===== src/rtl/note_draw_scheduler_if.sv =====
// Note scheduler bus: event enqueue side, drawer handshake and drawer operands.
// Latency: none, wires only.
// Backpressure: note_ready gates enqueue; draw_done closes each draw started by ld_note.
interface note_draw_scheduler_if;
    logic [3:0] note_in;
    logic [1:0] octave_in;
    logic       note_valid;
    logic       note_ready;
    logic       draw_done;
    logic [3:0] note;
    logic [1:0] octave;
    logic [7:0] x;
    logic [6:0] y;
    logic [2:0] colour;
    logic       ld_note;
    logic       overflow;
    logic       timeout_err;

    // Event source and note drawer side
    modport master (
        output note_in, octave_in, note_valid, draw_done,
        input  note_ready, note, octave, x, y, colour, ld_note, overflow, timeout_err
    );

    // Scheduler side
    modport slave (
        input  note_in, octave_in, note_valid, draw_done,
        output note_ready, note, octave, x, y, colour, ld_note, overflow, timeout_err
    );
endinterface


===== src/rtl/note_draw_scheduler.sv =====
// Queues note events and hands them one at a time to a note drawer at successive screen slots.
// Latency: event enqueued at edge E0 into an idle, empty queue gives ld_note in the cycle after E2.
// Backpressure: note_ready low when the queue is full (valid pushes then set overflow); optional
// octave-based colour is enabled by defining NOTE_SCHED_OCTAVE_COLOUR_EN, otherwise colour is white.
module note_draw_scheduler #(
    parameter int unsigned FIFO_DEPTH = 4,
    parameter int unsigned NUM_SLOTS  = 4,
    parameter logic [7:0]  X_BASE     = 8'd4,
    parameter logic [7:0]  SLOT_PITCH = 8'd40,
    parameter logic [6:0]  Y_POS      = 7'd54,
    parameter logic [10:0] TIMEOUT    = 11'd1023
) (
    input  logic                clk,
    input  logic                reset,
    note_draw_scheduler_if.slave bus
);
    localparam int unsigned AW = (FIFO_DEPTH > 1) ? $clog2(FIFO_DEPTH) : 1;
    localparam int unsigned CW = $clog2(FIFO_DEPTH + 1);
    localparam int unsigned SW = (NUM_SLOTS > 1) ? $clog2(NUM_SLOTS) : 1;

    typedef enum logic [1:0] {
        IDLE      = 2'd0,
        LOAD      = 2'd1,
        WAIT_DONE = 2'd2,
        ADVANCE   = 2'd3
    } state_t;

    state_t          state_q, state_d;
    logic [5:0]      mem_q [FIFO_DEPTH];
    logic [5:0]      mem_d [FIFO_DEPTH];
    logic [AW-1:0]   wr_ptr_q, wr_ptr_d;
    logic [AW-1:0]   rd_ptr_q, rd_ptr_d;
    logic [CW-1:0]   count_q, count_d;
    logic            pending_q, pending_d;
    logic [SW-1:0]   slot_q, slot_d;
    logic [10:0]     wait_cnt_q, wait_cnt_d;
    logic [3:0]      note_q, note_d;
    logic [1:0]      octave_q, octave_d;
    logic [7:0]      x_q, x_d;
    logic [6:0]      y_q, y_d;
    logic [2:0]      colour_q, colour_d;
    logic            overflow_q, overflow_d;
    logic            timeout_q, timeout_d;

    logic            code_ok;
    logic            full;
    logic            push;
    logic            pop;
    logic [5:0]      head;
    logic [10:0]     wait_inc;
    logic [2:0]      colour_sel;

    function automatic logic [AW-1:0] ptr_next(input logic [AW-1:0] p);
        return (p == AW'(FIFO_DEPTH - 1)) ? '0 : p + AW'(1);
    endfunction

    assign code_ok = (bus.note_in >= 4'd1) && (bus.note_in <= 4'd12);
    assign full    = (count_q == CW'(FIFO_DEPTH));
    assign push    = bus.note_valid && code_ok && !full;
    assign head    = mem_q[rd_ptr_q];

    // Queue storage, pointers, occupancy and the sticky overflow flag
    always_comb begin
        mem_d      = mem_q;
        wr_ptr_d   = wr_ptr_q;
        rd_ptr_d   = rd_ptr_q;
        count_d    = count_q;
        overflow_d = overflow_q;
        // The FSM sees occupancy one cycle late: a fresh push is never popped in its own
        // cycle, and a pop is always followed by several cycles before IDLE looks again,
        // so pending_q never claims an entry that has already been consumed.
        pending_d  = (count_q != '0);
        if (push) begin
            mem_d[wr_ptr_q] = {bus.octave_in, bus.note_in};
            wr_ptr_d        = ptr_next(wr_ptr_q);
        end
        if (pop) begin
            rd_ptr_d = ptr_next(rd_ptr_q);
        end
        if (push && !pop) begin
            count_d = count_q + CW'(1);
        end else if (!push && pop) begin
            count_d = count_q - CW'(1);
        end
        if (bus.note_valid && code_ok && full) begin
            overflow_d = 1'b1;
        end
    end

    // Colour chosen for the entry about to be loaded
    always_comb begin
`ifdef NOTE_SCHED_OCTAVE_COLOUR_EN
        case (head[5:4])
            2'd0:    colour_sel = 3'b100;
            2'd1:    colour_sel = 3'b010;
            2'd2:    colour_sel = 3'b001;
            default: colour_sel = 3'b111;
        endcase
`else
        colour_sel = 3'b111;
`endif
    end

    // Draw sequencing: load operands, wait for the drawer (bounded), step to the next slot
    always_comb begin
        state_d    = state_q;
        slot_d     = slot_q;
        wait_cnt_d = wait_cnt_q;
        timeout_d  = timeout_q;
        note_d     = note_q;
        octave_d   = octave_q;
        x_d        = x_q;
        y_d        = y_q;
        colour_d   = colour_q;
        pop        = 1'b0;
        wait_inc   = wait_cnt_q + 11'd1;
        case (state_q)
            IDLE: begin
                if (pending_q) begin
                    state_d  = LOAD;
                    pop      = 1'b1;
                    note_d   = head[3:0];
                    octave_d = head[5:4];
                    x_d      = X_BASE + 8'(slot_q) * SLOT_PITCH;
                    y_d      = Y_POS;
                    colour_d = colour_sel;
                end
            end
            LOAD: begin
                state_d    = WAIT_DONE;
                wait_cnt_d = '0;
            end
            WAIT_DONE: begin
                // A completed draw takes priority over a timeout landing on the same edge
                if (bus.draw_done) begin
                    state_d = ADVANCE;
                end else begin
                    wait_cnt_d = wait_inc;
                    if (wait_inc == TIMEOUT) begin
                        timeout_d = 1'b1;
                        state_d   = ADVANCE;
                    end
                end
            end
            ADVANCE: begin
                state_d = IDLE;
                slot_d  = (slot_q == SW'(NUM_SLOTS - 1)) ? '0 : slot_q + SW'(1);
            end
            default: state_d = IDLE;
        endcase
    end

    // Queue registers
    always_ff @(posedge clk or posedge reset) begin
        if (reset) begin
            mem_q      <= '{default: '0};
            wr_ptr_q   <= '0;
            rd_ptr_q   <= '0;
            count_q    <= '0;
            pending_q  <= 1'b0;
            overflow_q <= 1'b0;
        end else begin
            mem_q      <= mem_d;
            wr_ptr_q   <= wr_ptr_d;
            rd_ptr_q   <= rd_ptr_d;
            count_q    <= count_d;
            pending_q  <= pending_d;
            overflow_q <= overflow_d;
        end
    end

    // Sequencer and operand registers
    always_ff @(posedge clk or posedge reset) begin
        if (reset) begin
            state_q    <= IDLE;
            slot_q     <= '0;
            wait_cnt_q <= '0;
            timeout_q  <= 1'b0;
            note_q     <= '0;
            octave_q   <= '0;
            x_q        <= '0;
            y_q        <= '0;
            colour_q   <= '0;
        end else begin
            state_q    <= state_d;
            slot_q     <= slot_d;
            wait_cnt_q <= wait_cnt_d;
            timeout_q  <= timeout_d;
            note_q     <= note_d;
            octave_q   <= octave_d;
            x_q        <= x_d;
            y_q        <= y_d;
            colour_q   <= colour_d;
        end
    end

    assign bus.note_ready  = !full;
    assign bus.ld_note     = (state_q == LOAD);
    assign bus.note        = note_q;
    assign bus.octave      = octave_q;
    assign bus.x           = x_q;
    assign bus.y           = y_q;
    assign bus.colour      = colour_q;
    assign bus.overflow    = overflow_q;
    assign bus.timeout_err = timeout_q;
endmodule


===== src/flat_wrapper.sv =====
// flat-port wrapper written by rule: the top's interface ports become plain ports
module note_draw_scheduler_flat 
#(
    parameter int unsigned FIFO_DEPTH = 4,
    parameter int unsigned NUM_SLOTS  = 4,
    parameter logic [7:0]  X_BASE     = 8'd4,
    parameter logic [7:0]  SLOT_PITCH = 8'd40,
    parameter logic [6:0]  Y_POS      = 7'd54,
    parameter logic [10:0] TIMEOUT    = 11'd1023
)
  (clk, reset, bus_note_in, bus_octave_in, bus_note_valid, bus_draw_done, bus_note_ready, bus_note, bus_octave, bus_x, bus_y, bus_colour, bus_ld_note, bus_overflow, bus_timeout_err);
  note_draw_scheduler_if bus_i ();
  input  logic clk;
  input  logic reset;
  input wire logic [$bits(bus_i.note_in)-1:0] bus_note_in;
  input wire logic [$bits(bus_i.octave_in)-1:0] bus_octave_in;
  input wire logic [$bits(bus_i.note_valid)-1:0] bus_note_valid;
  input wire logic [$bits(bus_i.draw_done)-1:0] bus_draw_done;
  output wire logic [$bits(bus_i.note_ready)-1:0] bus_note_ready;
  output wire logic [$bits(bus_i.note)-1:0] bus_note;
  output wire logic [$bits(bus_i.octave)-1:0] bus_octave;
  output wire logic [$bits(bus_i.x)-1:0] bus_x;
  output wire logic [$bits(bus_i.y)-1:0] bus_y;
  output wire logic [$bits(bus_i.colour)-1:0] bus_colour;
  output wire logic [$bits(bus_i.ld_note)-1:0] bus_ld_note;
  output wire logic [$bits(bus_i.overflow)-1:0] bus_overflow;
  output wire logic [$bits(bus_i.timeout_err)-1:0] bus_timeout_err;
  assign bus_i.note_in = bus_note_in;
  assign bus_i.octave_in = bus_octave_in;
  assign bus_i.note_valid = bus_note_valid;
  assign bus_i.draw_done = bus_draw_done;
  assign bus_note_ready = bus_i.note_ready;
  assign bus_note = bus_i.note;
  assign bus_octave = bus_i.octave;
  assign bus_x = bus_i.x;
  assign bus_y = bus_i.y;
  assign bus_colour = bus_i.colour;
  assign bus_ld_note = bus_i.ld_note;
  assign bus_overflow = bus_i.overflow;
  assign bus_timeout_err = bus_i.timeout_err;
  note_draw_scheduler #(.FIFO_DEPTH(FIFO_DEPTH), .NUM_SLOTS(NUM_SLOTS), .X_BASE(X_BASE), .SLOT_PITCH(SLOT_PITCH), .Y_POS(Y_POS), .TIMEOUT(TIMEOUT)) u_core (.clk(clk), .reset(reset), .bus(bus_i));
endmodule

===== config.mk =====
export PLATFORM = sky130hd
export DESIGN_NAME = note_draw_scheduler_flat
export DESIGN_NICKNAME = d
export VERILOG_FILES = /design/src/rtl/note_draw_scheduler_if.sv /design/src/rtl/note_draw_scheduler.sv /design/src/flat_wrapper.sv
export SDC_FILE = /design/constraint.sdc
export NUM_CORES = 1
export LEC_CHECK = 0
export CELL_PAD_IN_SITES_DETAIL_PLACEMENT = 0
export CELL_PAD_IN_SITES_GLOBAL_PLACEMENT = 1
export CORE_ASPECT_RATIO = 1.4
export CORE_MARGIN = 3
export CORE_UTILIZATION = 30
export DETAILED_ROUTE_END_ITERATION = 16
export PLACE_DENSITY_LB_ADDON = 0.12
export SETUP_SLACK_MARGIN = 0.4
export SLEW_MARGIN = 20
export SYNTH_ARGS = -nofsm -noshare
export SYNTH_HDL_FRONTEND = slang
export SYNTH_SLANG_ARGS = --single-unit

===== constraint.sdc =====
create_clock -name clk -period 2.4 [get_ports clk]
set_clock_uncertainty 0.05 [all_clocks]
set_input_delay 0.48 -clock clk [delete_from_list [all_inputs] [get_ports clk]]
set_output_delay 0.48 -clock clk [all_outputs]
set_load 0.05 [all_outputs]

Word-level counts from Yosys, hierarchy flattened
Cells that the tools add are included.
- memories kept: 0
- bits in writable memories: 0
- output and inout bits: 28
- bits in read-only memories: 0
- word-level logic and storage cells: 82
- bits in registers: 65
- latch bits: 0
- eq/ne operators: 11
- $lt $le $gt $ge: 5
- add/subtract/negate cells: 7
- divide/modulo/power cells: 0
- multiplexer cells: 19
- reduce and logical (&&, ||, !) cells: 18
- multipliers: 1
- shift-type cells: 0
- bitwise logic cells: 3
- operator list (cell ; number):
    bitwise mux 24 bit ; 1
    one-hot mux 11 bit (2 select lines) ; 1
    two-way mux 6 bit ; 3
    binary-select mux 6 bit (select 2 bit) ; 1
    demux 6 bit (select 2 bit) ; 1
    two-way mux 2 bit ; 6
    adder 11 x 1 -> 11 bit, second input constant ; 1
    == test 11 x 10 -> 1 bit, second input constant ; 1
    two-way mux 11 bit ; 1
    == test 2 bit, second input constant ; 5
    adder 3 x 8 -> 8 bit, first input constant ; 1
    one-hot mux 2 bit (4 select lines) ; 1
    logical AND 1 bit ; 7
    adder 2 x 1 -> 2 bit, second input constant ; 3
    greater-or-equal comparator 3 bit, second input constant ; 2
    two-way mux 3 bit ; 2
    NOT 2 -> 3 bit ; 2
    AND reduction 2 bit ; 3
    multiplier 2 x 3 -> 5 bit, second input constant ; 1
    greater-or-equal comparator 4 x 1 -> 1 bit, second input constant ; 1
    <= comparator 4 bit, second input constant ; 1
    nonzero test 2 bit ; 2
    adder 3 x 1 -> 3 bit, second input constant ; 1
    == test 3 bit, second input constant ; 1
    12 further kinds ; 15

Depth between registers and ports, before layout
Gate-level depths: netlist (run 1).
- word-level depth: 8
- mapped depth: 10
- gate-level depth less buffers: 9

Worst setup path after synthesis (run 1)
Ideal clock, no wire load.
- kind: input port to flip-flop
- from: in bus_note_in[0]
- to: reg u_core.count_q[1]
- path buffers: 0
- slack: 91 ps
- data arrival time: 2134 ps
- stages on the path: 7
- required time: 2225 ps
- cell sequence: or4_1 -> nand3_2 -> a21oi_4 -> ha_1 -> inv_1 -> fa_1 -> mux2_2
- elaborated cells between the ends (all ways): 10
- those cells by class: 2 x order compare; 1 x mux; 7 x reduce/logical
- RTL lines (item ; line ; text):
    start: declaration ; flat_wrapper.sv:15 ; input wire logic [$bits(bus_i.note_in)-1:0] bus_note_in;
    greater-or-equal comparator 4 x 1 -> 1 bit / <= comparator 4 bit (equally long branches) ; note_draw_scheduler.sv:57 ; assign code_ok = (bus.note_in >= 4'd1) && (bus.note_in <= 4'd12);
    logical AND 1 bit (*) ; note_draw_scheduler.sv:57 ;
    logical AND 1 bit (*) (2 in a row) ; note_draw_scheduler.sv:59 ; assign push = bus.note_valid && code_ok && !full;
    via u_core.push ; note_draw_scheduler.sv:47 ; logic push;
    logical AND 1 bit (*) ; note_draw_scheduler.sv:80 ; if (push && !pop) begin
    two-way mux 3 bit (*) ; note_draw_scheduler.sv:80 ;
    via u_core.count_d[1] ; note_draw_scheduler.sv:33 ; logic [CW-1:0] count_q, count_d;
    end signal: assignment ; note_draw_scheduler.sv:166 ; count_q <= count_d;
    end: declaration ; note_draw_scheduler.sv:33 ;
Mark *: on every way through the listed nets, which the timed path passes. The rest lies on a longest branch.
A chain may end at the register's enable or synchronous reset.

Worst setup path after layout (run 1)
- from: in bus_note_in[1]
- to: reg u_core.count_q[1]
Same word-level chain as after synthesis.

==> results.yml, run 1 <==
outcome:
  status: "complete, no violations"
floorplan:
  start_util: 0.310
  core_area_mm2: 0.00956
  ios: 38
  dieArea_mm2: 0.0111
  die_h_um: 124
  core.rowCount: 42
  die_x_um: 90.0
grt:
  grt_start_max_net_pins: 59
  grt_pass1_vias: 2038
  gr-usage-all-layers: 0.124
  antenna_found_initial: 0
  grt_pass1_wl_um: 10600
  grt_overflow: 0
critical_path:
  r2r_cells: 7
  cp_slowest_cell: "or4_4"
  cpPeakStageDelay_ns: 0.54
  cp_cell_sequence: "buf_6 -> or4_4 -> nand3_4 -> a21oi_4 -> ha_4 -> inv_2 -> fa_2 -> mux2_4"
  r2r-start: "u_core.state_q[1]"
  worst_ep_arrival_time_ns: 2.17
  reg2reg_setup_slack_ns: 0.48
  crit_required_ns: 2.56
  worstSetupStartpointType: "input port"
  cp_num_buf_inv: 2
  end_kind: "flip-flop"
  crit_fanout: 2
  path_class: "input port to flip-flop"
  r2r_end: "u_core.count_q[1]"
  cp_top_family: "simple AND/OR/NAND/NOR gates"
clocking:
  clk_latency_ns: 0.32
  cts.sinks: 58
  ctsRootBufferMaster: "clkbuf_16"
  clockBufferDepth: 2
  cts.hold.buffers_added: 0
  h-tree-depth: 3
  path_clk_slew_ns: 0.05
  cts_tree: "built"
  numCtsBuffers: 9
sta:
  max_freq_ghz: 0.498
  rsz0062_at_grt: "yes"
  hold_violations: 0
  period_needed_ns: 2.01
  slew_headroom: 0.616
  fin_setup_tns_ns: 0
  maxSlewViolCount: 0
  fin_crit_sh: 0.837
  setup_viol: 0
  worst_pin_slew_ns: 0.577
detailed_routing:
  routedWlPerCell_um: 14.8
  drt_wl_total_um: 6250
  drcViolationCount: 0
  ant_nets: 0
  drt_iter0_markers: 54
  vias: 1899
  firstDrtPassIters: 4
  viasPerCell: 4.50
min_path:
  hold_end: "u_core.bus.overflow"
  whs_path_depth: 1
  hp-start: "u_core.bus.overflow"
  hold_class: "flip-flop to flip-flop"
synth:
  synth-edff-count: 0
  ys_async_sr_fraction: 1.00
  avgSynthCellArea_um2: 12.1
  synth.cell_area_mm2: 0.00297
  synth_seq_cells: 58
  synth_flop_cell: "dfrtp_1"
  yosys_warnings: 0
  ys_seq_area_frac: 0.489
  syn_inst: 245
  synth.distinct_cells: 41
finish:
  syn_to_final_growth_pct: 26.6
  n_antenna_cell: 0
  fin_nets: 310
  stdcell_area_mm2: 0.00375
  drive_gt1_frac: 0.321
placement:
  gp_congestion: 0.753
  io_buffers: 31
  place_area_mm2: 0.00343
  dp.final_hpwl_um: 4320
pwr:
  vdd_drop_max_uv: 506
  p_leak_nw: 1.65
  power.density_mw_per_mm2: 1350
flow_run:
  drv_cap: 0
[logic make-up (layout without fill, tap and decap cells)]
| kind of cell | after synthesis | in the layout | synth area share |
|---|---|---|---|
| simple gates | 55 | 55 | 0.104 |
| flops | 58 | 58 | 0.489 |
| fa+ha+maj | 15 | 15 | 0.0658 |
| xor+xnor | 6 | 6 | 0.0177 |
| compound gates | 35 | 35 | 0.0738 |
| mux | 42 | 42 | 0.186 |
| buf+inv | 33 | 73 | 0.0620 |
| other cells | 1 | 6 | 0.00126 |
[final cells by class]
type                            count  area, um^2
Clock buffer                       14         264
Tap cell                          132         165
Inverter                           11        41.3
Fill cell                         967        5810
Multi-Input combinational cell    159        1400
Clock inverter                      2        35.0
Sequential cell                    58        1450
Timing Repair Buffer               46         402
[flip-flops by register name (all words and copies together), names as in the netlist, 3 cells and up]
name	count
u_core.wait_cnt_q	11
u_core.bus.x	3
u_core.count_q	3
u_core.mem_q	24
u_core.bus.note	4
[cell usage in the layout (no fill, tap or decap), types with 2 or more instances in the layout]
cell	count
ha_1	12
o21bai_1	2
dfrtp_1	58
clkbuf_8	2
buf_2	2
buf_4	13
nand4_1	6
o21ai_0	17
clkdlybuf4s50_1	4
clkbuf_16	9
o211ai_1	2
nand2b_1	3
buf_6	4
or3_1	3
o31ai_1	3
nand3_1	4
dlygate4sd2_1	21
a21oi_1	4
clkbuf_1	3
nor2_2	2
xor2_1	5
nor2_1	9
mux4_2	6
mux2_4	4
conb_1	6
mux2_2	32
inv_1	9
nand2_1	14
nand2_4	4
inv_2	2
and2_1	2
[worst max path at each step]
| stage | startpoint | to | slack (ns) | cells after the start |
|---|---|---|---|---|
| after floorplan | bus_note_in[0] | u_core.count_q[1] | 0.11 | 7 |
| after global placement | bus_note_in[0] | u_core.count_q[1] | -0.28 | 8 |
| after detailed placement | bus_note_in[0] | u_core.count_q[1] | -0.30 | 8 |
| after CTS | u_core.count_q[0] | bus_note_ready | 0.27 | 3 |
| after global routing | bus_note_in[0] | u_core.count_q[2] | 0.35 | 11 |
| final | bus_note_in[1] | u_core.count_q[1] | 0.39 | 8 |
[cell usage after synthesis, drive strengths merged, types with 3 or more instances]
master / number / share of area
o31ai: 3 / 0.0076
inv: 11 / 0.014
nand2: 18 / 0.033
nand2b: 3 / 0.0063
buf: 20 / 0.046
xor2: 5 / 0.015
ha: 14 / 0.059
dfrtp: 58 / 0.49
o21ai: 18 / 0.030
nor2: 11 / 0.014
nand4: 6 / 0.013
a21oi: 5 / 0.012
nand3: 5 / 0.010
mux2: 36 / 0.14
or3: 3 / 0.0063
mux4: 6 / 0.046
[power breakdown]
part | internal (W) | switching [W] | leakage (nW)
Combinational | 0.000998 | 0.00107 | 0.792
Clock | 0.000858 | 0.000415 | 0.147
Sequential | 0.00140 | 0.000337 | 0.707
[through the flow]
step	cells	hold slack [ns]	setup WS, ns	utilization	total power [W]
final	422	0.424	0.391	0.393	0.00508
after global routing	422	0.435	0.353	0.393	0.00545
after CTS	422	0.421	0.266	0.390	0.00515
after detailed placement	404	0.420	-0.302	0.359	0.00389
after global placement	404	0.412	-0.279	0.359	0.00385
after floorplan	250	0.392	0.111	-	0.00327
[repair_timing]
action | CTS | global route
resized for setup | 44 | 9
hold endpoints to repair | 0 | 0
buffers inserted | 2 | 0
endpoints found under the setup margin | 47 | 6
pin swaps | 7 | 6
[layer usage]
metal,wire length (um),track usage,vias to the layer above,share of wire
li1,-,-,923,-
met1,2620,0.138,949,0.42
met2,3350,0.221,18,0.54
met3,143,0.0278,9,0.023
met4,125,0.0670,0,0.020
met5,0,0,-,0
(Power assumes the default switching activity.)
==> run 2, diff against run 1 <==
==> constraint.sdc (replaced) <==
create_clock -name clk -period 1.95 [get_ports clk]
set_clock_uncertainty 0.05 [all_clocks]
set_input_delay 0.39 -clock clk [delete_from_list [all_inputs] [get_ports clk]]
set_output_delay 0.39 -clock clk [all_outputs]
set_load 0.05 [all_outputs]
==> results.yml, run 2 (synthesized netlist as in run 1, its figures left out) <==
floorplan:
  dieArea_mm2: 0.0111
  core.rowCount: 42
  ios: 38
  die_h_um: 124
  start_util: 0.310
  die_x_um: 90.0
  core_area_mm2: 0.00956
clocking:
  cts.hold.buffers_added: 0
  cts.sinks: 58
  h-tree-depth: 3
  ctsRootBufferMaster: "clkbuf_16"
  cts_tree: "built"
  clockBufferDepth: 2
  numCtsBuffers: 9
  clk_latency_ns: 0.33
  path_clk_slew_ns: 0.05
sta:
  finalHoldWorstSlack_ns: 0.366
  maxSlewViolCount: 0
  hold_violations: 0
  fin_crit_sh: 0.971
  setup_viol: 0
  fin_ws_ns: 0.0574
  rsz0062_at_grt: "yes"
  max_freq_ghz: 0.528
  fin_setup_tns_ns: 0
  period_needed_ns: 1.89
critical_path:
  end_kind: "flip-flop"
  path_class: "input port to flip-flop"
  crit_required_ns: 2.11
  crit_fanout: 2
  cp_top_family: "simple AND/OR/NAND/NOR gates"
  cp_cell_sequence: "buf_6 -> or4_4 -> nand3_4 -> a21oi_4 -> ha_4 -> inv_2 -> fa_2 -> mux2_4"
  cp_slowest_cell: "or4_4"
  cp_num_buf_inv: 2
  cpPeakStageDelay_ns: 0.53
  worst_ep_arrival_time_ns: 2.05
  worstSetupStartpointType: "input port"
grt:
  antenna_found_initial: 0
  grt_pass1_vias: 2078
  grt_start_max_net_pins: 59
  grt_pass1_wl_um: 10700
  grt_overflow: 0
  gr-usage-all-layers: 0.126
min_path:
  hold_class: "input port to flip-flop"
pwr:
  p_leak_nw: 1.83
  vdd_drop_max_uv: 747
  p_total_w: 0.00692
  power.density_mw_per_mm2: 1670
detailed_routing:
  drt_iter0_markers: 52
  routedWlPerCell_um: 14.6
  drt_wl_total_um: 6420
  drcViolationCount: 0
  ant_nets: 0
  vias: 2020
  firstDrtPassIters: 4
  viasPerCell: 4.58
finish:
  mostFrequentLayoutCells: "dfrtp_1 (54), buf_4 (43), mux2_4 (24), nand2_1 (12), mux2_2 (12)"
  drive_gt1_frac: 0.502
  regMostFlops: "u_core.mem_q"
  fin_cells: 441
  fin_nets: 329
  syn_to_final_growth_pct: 40.2
  largest_reg_flops: 24
  n_antenna_cell: 0
  layout_commonest_cell: "dfrtp_1"
placement:
  io_buffers: 31
  dp_slack_ns: -0.650
  dp.final_hpwl_um: 4340
  placed_cells: 411
  gp_congestion: 0.704
flow_run:
  drv_cap: 0
outcome:
  status: "complete, no violations"
[run 2: layout make-up]
type,count,area [um^2]
fill,943,5410
clock inverter,6,42.5
multi-input combinational,159,1610
sequential,58,1460
timing repair buffer,65,601
clock buffer,10,239
inverter,11,45.0
tap,132,165
[run 2: final timing paths]
path	startpoint	to	slack, ns	cells past startpoint
worst max register to register	u_core.state_q[1]	u_core.count_q[1]	0.15	7
min in group asynchronous	reset	u_core.wait_cnt_q[3]	0.45	3
worst min register to register	u_core.wait_cnt_q[7]	u_core.wait_cnt_q[7]	0.42	1
worst min-delay path	bus_note_in[1]	u_core.mem_q[19]	0.37	3
max in group asynchronous	reset	u_core.bus.x[2]	1.10	3
worst max-delay path	bus_note_in[3]	u_core.count_q[1]	0.06	8
[run 2: power by group]
part / switching (W) / total (W) / internal [W]
combinational: 0.00161 / 0.00339 / 0.00178
clock: 0.000557 / 0.00145 / 0.000891
sequential: 0.000365 / 0.00209 / 0.00172
[run 2: metal layers]
metal  vias up  part of all wire  track usage
met2        23              0.54        0.230
li1        969                 -            -
met3        15             0.024       0.0278
met1      1013              0.41        0.138
met4         0             0.023       0.0661
met5         -                 0            0
[run 2: worst reg2reg max path, cell delays in order (launching register included)]
cell	delay [ns]
dfrtp_1	0.40
inv_2	0.08
ha_2	0.18
nand2_2	0.08
ha_4	0.17
inv_2	0.05
fa_2	0.41
mux2_4	0.27
[run 2: repair_timing]
item / 4_1_cts / 5_1_grt
setup buffers: 9 / 5
pin swaps: 13 / 15
resized for setup: 74 / 25
setup endpoints to repair: 56 / 52
[run 2: metrics by stage]
step	utilization	instance area (um^2)
floorplan	-	3050
global placement	0.366	3500
detailed placement	0.366	3500
CTS	0.425	4060
global route	0.435	4160
finish	0.435	4160
==> run 3, diff against run 2 <==
--- a/config.mk
+++ b/config.mk
@@ -13,7 +13,6 @@
 export DETAILED_ROUTE_END_ITERATION = 16
 export PLACE_DENSITY_LB_ADDON = 0.12
 export SETUP_SLACK_MARGIN = 0.4
-export SLEW_MARGIN = 20
 export SYNTH_ARGS = -nofsm -noshare
 export SYNTH_HDL_FRONTEND = slang
 export SYNTH_SLANG_ARGS = --single-unit
==> results of run 3 <==
The final DEF is identical to that of run 2; final timing and power are the same.
